<file path="config.mk">
export PLATFORM = sky130hd
export DESIGN_NAME = store_cache_controller_multi
export DESIGN_NICKNAME = d
export VERILOG_FILES = /design/src/rtl/store_cache_controller_multi.sv
export SDC_FILE = /design/constraint.sdc
export NUM_CORES = 1
export LEC_CHECK = 0
export BUFFER_PORTS_ARGS = -buffer_cell sky130_fd_sc_hd__buf_4
export CAP_MARGIN = 40
export CORE_ASPECT_RATIO = 0.6
export CORE_UTILIZATION = 41
export DETAILED_ROUTE_END_ITERATION = 10
export GPL_ROUTABILITY_DRIVEN = 1
export HOLD_SLACK_MARGIN = 0.08
export PLACE_DENSITY = 0.63
export RECOVER_POWER = 100
export SETUP_SLACK_MARGIN = 0.05
export SLEW_MARGIN = 0
export SYNTH_ARGS = -nofsm -noshare
export SYNTH_HDL_FRONTEND = slang
export SYNTH_SLANG_ARGS = --single-unit
</file>
<file path="constraint.sdc">
create_clock -name clk_i -period 5.3 [get_ports clk_i]
set_clock_uncertainty 0.2 [all_clocks]
set_input_delay 1.06 -clock clk_i [delete_from_list [all_inputs] [get_ports clk_i]]
set_output_delay 1.06 -clock clk_i [all_outputs]
set_load 0.01 [all_outputs]
</file>
<file path="src/rtl/store_cache_controller_multi.sv">
// store_cache_controller_multi: in-order speculative store queue feeding a set-associative cache port with invalidate service
module store_cache_controller_multi #(
  parameter int ADDR_W      = 32,
  parameter int PORT_BYTES  = 4,
  parameter int WAYS        = 2,
  parameter int ID_W        = 2,
  parameter int QUEUE_DEPTH = 4
) (
  input  logic                                   clk_i,
  input  logic                                   rst_n_i,
  input  logic                                   stu_valid_i,
  output logic                                   stu_ready_o,
  input  logic [ADDR_W-1:0]                      stu_address_i,
  input  logic [8*PORT_BYTES-1:0]                stu_data_i,
  input  logic [1:0]                             stu_width_i,
  input  logic                                   stu_cachable_i,
  input  logic                                   stu_bufferable_i,
  input  logic                                   stu_speculative_i,
  input  logic [ID_W-1:0]                        stu_spec_id_i,
  input  logic                                   spec_resolved_i,
  input  logic [ID_W-1:0]                        spec_id_i,
  input  logic                                   spec_kill_i,
  input  logic                                   ext_invalidate_i,
  input  logic [ADDR_W-$clog2(PORT_BYTES)-1:0]   ext_address_i,
  input  logic                                   ext_acknowledge_i,
  output logic                                   cpu_acknowledge_o,
  output logic                                   cpu_request_o,
  output logic                                   port0_request_o,
  input  logic                                   port0_granted_i,
  input  logic                                   hit_i,
  input  logic [WAYS-1:0]                        way_hit_i,
  output logic                                   cache_read_o,
  output logic                                   cache_write_o,
  output logic [ADDR_W-$clog2(PORT_BYTES)-1:0]   cache_address_o,
  output logic [PORT_BYTES-1:0]                  cache_byte_write_o,
  output logic [8*PORT_BYTES-1:0]                cache_data_o,
  output logic [WAYS-1:0]                        cache_enable_way_o,
  output logic [3:0]                             cache_enable_o,
  output logic                                   cache_dirty_o,
  output logic                                   cache_valid_o,
  input  logic                                   str_buf_full_i,
  output logic                                   str_buf_push_o,
  output logic [1:0]                             str_buf_width_o,
  output logic                                   done_o,
  output logic                                   idle_o
);
  localparam int OB = $clog2(PORT_BYTES);
  localparam int WA = ADDR_W - OB;
  localparam int PW = $clog2(QUEUE_DEPTH);
  typedef enum logic [2:0] {IDLE, WAIT_CACHE, COMPARE, COMPARE_INV, WRITE_DATA, MEMORY_WRITE, INVALIDATE} state_t;
  state_t state, state_n;
  logic [QUEUE_DEPTH-1:0] q_valid, q_spec, q_kill, q_cach, q_buf;
  logic [ID_W-1:0] q_id [QUEUE_DEPTH];
  logic [ADDR_W-1:0] q_addr [QUEUE_DEPTH];
  logic [8*PORT_BYTES-1:0] q_data [QUEUE_DEPTH];
  logic [1:0] q_width [QUEUE_DEPTH];
  logic [PW-1:0] head, tail;
  logic [PW:0] count;
  logic inv;
  logic [WA-1:0] inv_addr;
  logic push, pop, res_hit, head_killed, head_ready;
  logic [ADDR_W-1:0] head_addr;
  logic [8*PORT_BYTES-1:0] head_data, lane_data;
  logic [1:0] head_width, lsz;
  logic [OB:0] sz;
  logic [OB-1:0] off;
  logic [PORT_BYTES-1:0] lane_be;
  assign stu_ready_o = count != (PW+1)'(QUEUE_DEPTH);
  assign push = stu_valid_i && stu_ready_o;
  assign res_hit = spec_resolved_i && stu_spec_id_i == spec_id_i;
  assign idle_o = state == IDLE && count == '0;
  assign head_addr = q_addr[head];
  assign head_data = q_data[head];
  assign head_width = q_width[head];
  assign head_killed = q_valid[head] && q_kill[head];
  assign head_ready = q_valid[head] && !q_spec[head] && !q_kill[head];
  // double-width stores on a narrow port collapse to a full-port store
  assign lsz = head_width > 2'(OB) ? 2'(OB) : head_width;
  assign sz = (OB+1)'(1) << lsz;
  assign off = head_addr[OB-1:0] & ~OB'(sz - (OB+1)'(1));
  assign lane_be = ~({PORT_BYTES{1'b1}} << sz) << off;
  assign lane_data = head_data << {off, 3'b000};
  always_comb begin
    state_n = state;
    pop = 1'b0;
    done_o = 1'b0;
    port0_request_o = 1'b0;
    cpu_acknowledge_o = 1'b0;
    cpu_request_o = 1'b0;
    cache_read_o = 1'b0;
    cache_write_o = 1'b0;
    cache_address_o = '0;
    cache_byte_write_o = '0;
    cache_data_o = '0;
    cache_enable_o = 4'b0000;
    cache_dirty_o = 1'b0;
    cache_valid_o = 1'b0;
    str_buf_push_o = 1'b0;
    str_buf_width_o = 2'b00;
    case (state)
      IDLE: begin
        if (head_killed) begin
          pop = 1'b1;
          done_o = 1'b1;
        end else if (ext_invalidate_i) begin
          port0_request_o = 1'b1;
          if (port0_granted_i) begin
            cache_read_o = 1'b1;
            cache_address_o = ext_address_i;
            cache_enable_o = 4'b0011;
            cpu_acknowledge_o = 1'b1;
            state_n = WAIT_CACHE;
          end
        end else if (head_ready && q_cach[head]) begin
          port0_request_o = 1'b1;
          if (port0_granted_i) begin
            cache_read_o = 1'b1;
            cache_address_o = head_addr[ADDR_W-1:OB];
            cache_enable_o = 4'b0011;
            state_n = WAIT_CACHE;
          end
        end else if (head_ready) state_n = MEMORY_WRITE;
      end
      WAIT_CACHE: state_n = inv ? COMPARE_INV : COMPARE;
      COMPARE: state_n = hit_i ? WRITE_DATA : MEMORY_WRITE;
      COMPARE_INV: state_n = hit_i ? INVALIDATE : IDLE;
      WRITE_DATA: begin
        port0_request_o = 1'b1;
        if (port0_granted_i) begin
          cache_write_o = 1'b1;
          cache_address_o = head_addr[ADDR_W-1:OB];
          cache_byte_write_o = lane_be;
          cache_data_o = lane_data;
          cache_enable_o = 4'b1100;
          cache_dirty_o = 1'b1;
          pop = 1'b1;
          done_o = 1'b1;
          state_n = IDLE;
        end
      end
      INVALIDATE: begin
        port0_request_o = 1'b1;
        if (port0_granted_i) begin
          cache_write_o = 1'b1;
          cache_address_o = inv_addr;
          cache_enable_o = 4'b0010;
          state_n = IDLE;
        end
      end
      MEMORY_WRITE: begin
        cache_address_o = head_addr[ADDR_W-1:OB];
        cache_data_o = lane_data;
        if (q_buf[head]) begin
          if (!str_buf_full_i) begin
            str_buf_push_o = 1'b1;
            str_buf_width_o = head_width;
            pop = 1'b1;
            done_o = 1'b1;
            state_n = IDLE;
          end
        end else begin
          cpu_request_o = !ext_acknowledge_i;
          if (ext_acknowledge_i) begin
            pop = 1'b1;
            done_o = 1'b1;
            state_n = IDLE;
          end
        end
      end
      default: state_n = IDLE;
    endcase
  end
  always_ff @(posedge clk_i) begin
    if (!rst_n_i) begin
      state <= IDLE;
      head <= '0;
      tail <= '0;
      count <= '0;
      q_valid <= '0;
      q_spec <= '0;
      q_kill <= '0;
      inv <= 1'b0;
      inv_addr <= '0;
      cache_enable_way_o <= '0;
    end else begin
      state <= state_n;
      if (cpu_acknowledge_o) inv_addr <= ext_address_i;
      if (cache_read_o) inv <= cpu_acknowledge_o;
      if (state == COMPARE || state == COMPARE_INV) cache_enable_way_o <= way_hit_i;
      for (int i = 0; i < QUEUE_DEPTH; i++)
        if (spec_resolved_i && q_valid[i] && q_spec[i] && q_id[i] == spec_id_i) begin
          q_spec[i] <= 1'b0;
          q_kill[i] <= spec_kill_i;
        end
      if (push) begin
        q_valid[tail] <= 1'b1;
        q_spec[tail] <= stu_speculative_i && !res_hit;
        q_kill[tail] <= stu_speculative_i && res_hit && spec_kill_i;
        q_id[tail] <= stu_spec_id_i;
        q_addr[tail] <= stu_address_i;
        q_data[tail] <= stu_data_i;
        q_width[tail] <= stu_width_i;
        q_cach[tail] <= stu_cachable_i;
        q_buf[tail] <= stu_bufferable_i;
        tail <= tail + PW'(1);
      end
      if (pop) begin
        q_valid[head] <= 1'b0;
        head <= head + PW'(1);
      end
      count <= count + (PW+1)'(push) - (PW+1)'(pop);
    end
  end
endmodule

</file>
Word-level counts from Yosys, hierarchy flattened

Memory sizes are Yosys's and may differ from the RTL's. A register that Yosys moved wholly into a read port is not among the register bits.
Index checks and enable logic that the tools add are counted.

Word-level logic and storage cells: 193
Memories: 4
Bits of input ports: 115
Register bits after elaboration: 63
Memory bits (writable): 272
Output and inout bits: 85

Memories:

| memory  | depth | bits a word | rd ports | clocked after Yosys merged registers in | write ports | line | source |
|---|---|---|---|---|---|---|---|
| q_addr  | 4     | 32          | 1        | 1                                       | 1           | 54   | `logic [ADDR_W-1:0] q_addr [QUEUE_DEPTH];` |
| q_data  | 4     | 32          | 1        | 1                                       | 1           | 55   | `logic [8*PORT_BYTES-1:0] q_data [QUEUE_DEPTH];` |
| q_id    | 4     | 2           | 4        | 0                                       | 1           | 53   | `logic [ID_W-1:0] q_id [QUEUE_DEPTH];` |
| q_width | 4     | 2           | 1        | 1                                       | 1           | 56   | `logic [1:0] q_width [QUEUE_DEPTH];` |

Bitwise logic cells: 6
Shift-type cells: 4
Equality and inequality tests: 17
$lt $le $gt $ge: 5
Mux-type cells: 106
Add/subtract/negate cells: 5
Reduce and logical (&&, ||, !) cells: 34

Operators by type and width:

| kind                  | number |
|---|---|
| $mux W30              | 6 |
| $pmux W30 S4          | 1 |
| $pmux W32 S2          | 1 |
| $mux W1               | 49 |
| $mux W32              | 1 |
| $mux W4               | 8 |
| $shl A32 B5 Y32       | 1 |
| $mux W2               | 15 |
| $mux W3               | 10 |
| $logic_and A1 B1 Y1   | 24 |
| $pmux W3 S6           | 1 |
| $bwmux W4             | 4 |
| $pmux W4 S3           | 1 |
| $bmux W1 S2           | 5 |
| $eq A2 B2 Y1          | 5 |
| $eq A3 B3 Y1 const B  | 3 |
| $ne A3 B3 Y1 const B  | 3 |
| $not A4 Y4            | 2 |
| $eq A3 B2 Y1 const B  | 2 |
| $logic_not A3 Y1      | 2 |
| $lt A2 B3 Y1 const B  | 2 |
| $reduce_and A5 Y1     | 1 |
| $add A2 B1 Y2 const B | 2 |
| $and A4 B4 Y4         | 1 |
| 22 further kinds      | 27 |

Longest topological paths before layout

Depth after elaboration: 10
Mapped depth: 11

Worst setup path before layout

OpenSTA, ideal clock, no wires.

Path type: input to register
Start point: in rst_n_i
End point: mem q_addr[0][0], enable pin
Slack: -0.010 ns
Data required time: 4.601 ns
Stages: 4
Data arrival time: 4.612 ns
Path through: clkbuf_1 -> inv_2 -> clkbuf_1 -> nor2_1

Word-level cells in the longest chain between the ends: 2

Ends and longest elaborated chain:

| item                          | line | source |
|---|---|---|
| from (decl)                   | 10   | `input logic rst_n_i,` |
| $mux W1                       | 174  | `if (!rst_n_i) begin` |
| $mux W1 (implied by the code) | 200  | `q_addr[tail] <= stu_address_i;` |
| to (decl)                     | 54   |  |

No other way between the ends.

Worst setup path in the final report

Start point: reg head[0]
End point: out cache_address_o[24]

Word-level cells in the longest chain between the ends: 10
Elaborated cells on any way between the ends: 18

Ends and longest elaborated chain:

| item                             | line | source |
|---|---|---|
| from (decl)                      | 57   | `logic [PW-1:0] head, tail;` |
| from (signal assigned)           | 209  | `head <= head + PW'(1);` |
| $bmux W1 S2                      | 76   | `assign head_ready = q_valid[head] && !q_spec[head] && !q_kill[head];` |
| $mux W1 (implied by the code)    | 76   |  |
| $logic_not A1 Y1                 | 76   |  |
| $logic_and A1 B1 Y1 (2 in a row) | 76   |  |
| $logic_and A1 B1 Y1              | 114  | `end else if (head_ready && q_cach[head]) begin` |
| $mux W30                         | 114  |  |
| $mux W30                         | 105  | `end else if (ext_invalidate_i) begin` |
| $mux W30 (*)                     | 102  | `if (head_killed) begin` |
| $pmux W30 S4 (*)                 | 100  | `case (state)` |
| to (decl)                        | 34   | `output logic [ADDR_W-$clog2(PORT_BYTES)-1:0] cache_address_o,` |

Every way passes the cells marked *; elsewhere a longest branch is shown, timed or not. The select of a mux whose other input is x is not followed.

==> impl_results.md <==
- Std-Cell Core Area: around 0.034 sq mm
- Antenna violations before repair: 1
- Clock-pin slew reported for the worst setup and hold paths after clock tree synthesis: 70 ps
- Iteration count of the initial detailed-routing pass: 8
- Post CTS Setup Buffer Count: 0
- Post-route ant nets: 0
- Launch point of the worst path: head[0]$_SDFFE_PN0P_
- Final-layout worst hold slack: 253.7 ps
- Utilization after layout: approximately 50%
- Via total after detailed routing: 8123
- Hold Startpoint: inv_addr[26]$_SDFFE_PN0P_
- Leading cell types in the layout, fill and taps excluded: sky130_fd_sc_hd__edfxtp_1, sky130_fd_sc_hd__clkbuf_1, sky130_fd_sc_hd__nand2_1, sky130_fd_sc_hd__buf_4, sky130_fd_sc_hd__mux4_2
- Unrepaired setup endpoints after global routing: false
- Smallest setup slack after layout: 408.6 ps
- DP Worst Slack: between 1000 and 1500 ps
- Chip width: 240.6 um
- Net total in the final layout: 1200
- Count of state elements after synthesis: between 300 and 400
- Number of fill cells: between 2000 and 3000
- Number of I/O pins: 200
- Reported max-cap violation count: 5
- Buffers on Ports: between 150 and 200
- Cells after Synth: roughly 900
- Pins over their slew limit: roughly 180
- Flip-flop cell with the highest count after synthesis: sky130_fd_sc_hd__edfxtp_1
- Number of placed instances with taps included: ~1500
- Synthesis warning total: 0
- Post-detailed-placement half-perimeter wirelength: 21460 um
- Post-cts repair resize count: 0
- Register-to-Register Setup Slack: approximately 920 ps
- Starting density of the core: about two fifths
- Data required time at the worst endpoint: between 4000 and 5000 ps
- Global-route wire length before repair: 50090 um
- Pin count of the biggest net entering global routing: 55
- CTS Root Buffer Type: sky130_fd_sc_hd__clkbuf_16
- Routability-driven placement congestion ratio: between 0.8 and 0.9
- Startpoint of the worst-slack reg-to-reg timing path: count[1]$_SDFF_PN0_
- Starting DRC count in detailed routing: around 660
- Hold Path End: inv_addr[26]$_SDFFE_PN0P_
- Vias in the first global route: a little over 8000
- Number of H-tree levels: 1
- Number of synthesized flops with an enable pin: 280
- Worst Setup End Kind: output port
- Final count of negative-setup-slack endpoints: 0
- DRC violations left: 0
- Number of standard cells in the layout, taps in and fillers out: roughly 1600
- Average routed wire per standard cell: between 20 and 25 um
- Capturing point of the worst reg2reg path: q_data[1][18]$_DFFE_PP_
- Violated checks: capacitance limit, slew limit
- Fraction of final layout cells with drive strength greater than 1: 20.55%
- Proportion of synthesized chip area in sequential cells: around two thirds
- Worst r2r path cells: 5
- CTS sink cnt: 337
- Leakage power summed over all cells: around 5.4 nW
- IR Drop Worst-Case VDD: between 0.0003 and 0.0004 V
- Hold buffers post-CTS: 0
- Status: finished, violations left
- Area of the mapped netlist: roughly 0.014 sq mm
- Type of the tightest min-delay check: reg -> reg
- Clock Path Buffers: 3
- GRT Resource Usage Total: between 10% and 20%
- Standard-cell row count: between 50 and 60
- Final clock period utilization by the worst path: between 90% and 100%
- Average via count per standard cell: roughly 5.2
- Maximum fanout encountered on the critical timing path: 32
- Cell Pwr Density: a little over 400 mW/mm^2
- Hold violation count in the final report: 0
- Sort of element at the start of the critical path: flop
- Hold Path Cell Cnt: 2
- Post-synth ARST share: 0%
- Total wire length: roughly 33000 um
- Clock tree from TritonCTS: built
- Slew of the pin with the lowest slew margin: around 3200 ps
- Total Power: between 6 and 7 mW
- Layout overhead on the synthesized area: 16.65%
- Later-pin clock latency in the skew report: 570 ps
- Chip height: between 100 and 150 um
- Shortest clock period the worst path allows after layout: roughly 4900 ps
- Die Outline Area: ~0.035 sq mm
- Syn_nets: around 1000
- Arr. time, crit path: about 3600 ps
- Final global-route overflow total: 0
- Total clock buffers created by CTS: 31
- Max Clock Freq: about 0.20 GHz
- Count of cell types in the netlist: 49
- Syn avg cell area: 15.97 sq um
- Relative slew margins: -112.6%
- Most common library cell in the layout ignoring fill and taps: sky130_fd_sc_hd__edfxtp_1
- Crit Path Class: reg -> out
==> power by group <==
part | internal, mW | total [mW] | switching [mW]
clock network | 1.25 | 2.21 | 0.960
logic | 0.583 | 1.33 | 0.751
registers | 3.06 | 3.18 | 0.120
total | 4.90 | 6.73 | 1.83
==> cell families after synthesis <==
logic type / share of synthesized area, %
flip-flops: 68.17
AND/OR/NAND/NOR: 6.529
AO/OA/AOI/OAI: 6.681
multiplexers: 13.52
buffers and inverters: 3.189
XOR/XNOR: 0.9379
adder cells (fa/ha/maj): 0.9468
other: 0.02677
==> per-layer routing <==
| layer | global-route usage [%] | vias up | wire length, um |
|---|---|---|---|
| met1 | 28.59 | 4132 | 15560 |
| met4 | 2.994 | 0 | 485 |
| met3 | 3.672 | 41 | 1739 |
| met2 | 28.75 | 216 | 14810 |
| met5 | 0 | - | 0 |
| li1 | - | 3734 | - |
==> how the worst max path moves through the flow <==
| stage | cells past startpoint | end |
|---|---|---|
| after floorplan | 4 | q_addr[0][0]$_DFFE_PP_ |
| after global placement | 7 | cache_data_o[16] |
| after detailed placement | 7 | cache_data_o[21] |
| after CTS | 7 | cache_data_o[21] |
| after global routing | 7 | cache_address_o[24] |
| final | 7 | cache_address_o[24] |
==> critical path: stages, from the launching register on <==
cell and delay [ps]:
sky130_fd_sc_hd__dfxtp_1 650, sky130_fd_sc_hd__mux4_2 610, sky130_fd_sc_hd__nand2_1 170, sky130_fd_sc_hd__nand3_1 120
sky130_fd_sc_hd__inv_1 880, sky130_fd_sc_hd__nand2_1 280, sky130_fd_sc_hd__o211ai_1 170, sky130_fd_sc_hd__buf_4 160
==> flip-flops by register name (all words and copies together), names as in the netlist, named ones only <==
name	cells
head	2
q_addr	128
inv_addr	30
q_kill	4
state	3
count	3
cache_enable_way_o	2
q_width	8
q_spec	4
q_buf	4
inv	1
q_cach	4
q_data	128
q_id	8
tail	2
q_valid	4
==> stage by stage <==
step                area, sq um  TNS, ps
global placement          15980        0
detailed placement        15980        0
CTS                       16990        0
global route              16340        0
finish                    16340        0
floorplan                 14010    -2925
==> cell usage after synthesis (all sizes together), types with 9 or more instances <==
library cell,number,area (sq um)
dfxtp,57,1141
inv,47,176.4
nand2,106,397.9
mux2i,25,250.2
buf,29,191.4
clkbuf,21,78.83
mux4,71,1599
nor2,35,131.4
ha,9,112.6
and2,15,93.84
o211ai,30,375.4
edfxtp,280,8408
nand3,10,50.05
a21oi,42,210.2
==> layout make-up <==
cell class              count  area (sq um)  area share (%)
clock buffers              40         829.5           5.077
repair buffers            215          1159           7.090
diodes                      1         2.502         0.01531
flip-flops and latches    337          9557           58.48
multi-input cells         443          3865           23.65
clock inverters            18         177.7           1.087
inverters                  47         176.4           1.080
well taps                 459         574.3           3.515
No activity file was read; power rests on OpenSTA's default activity.
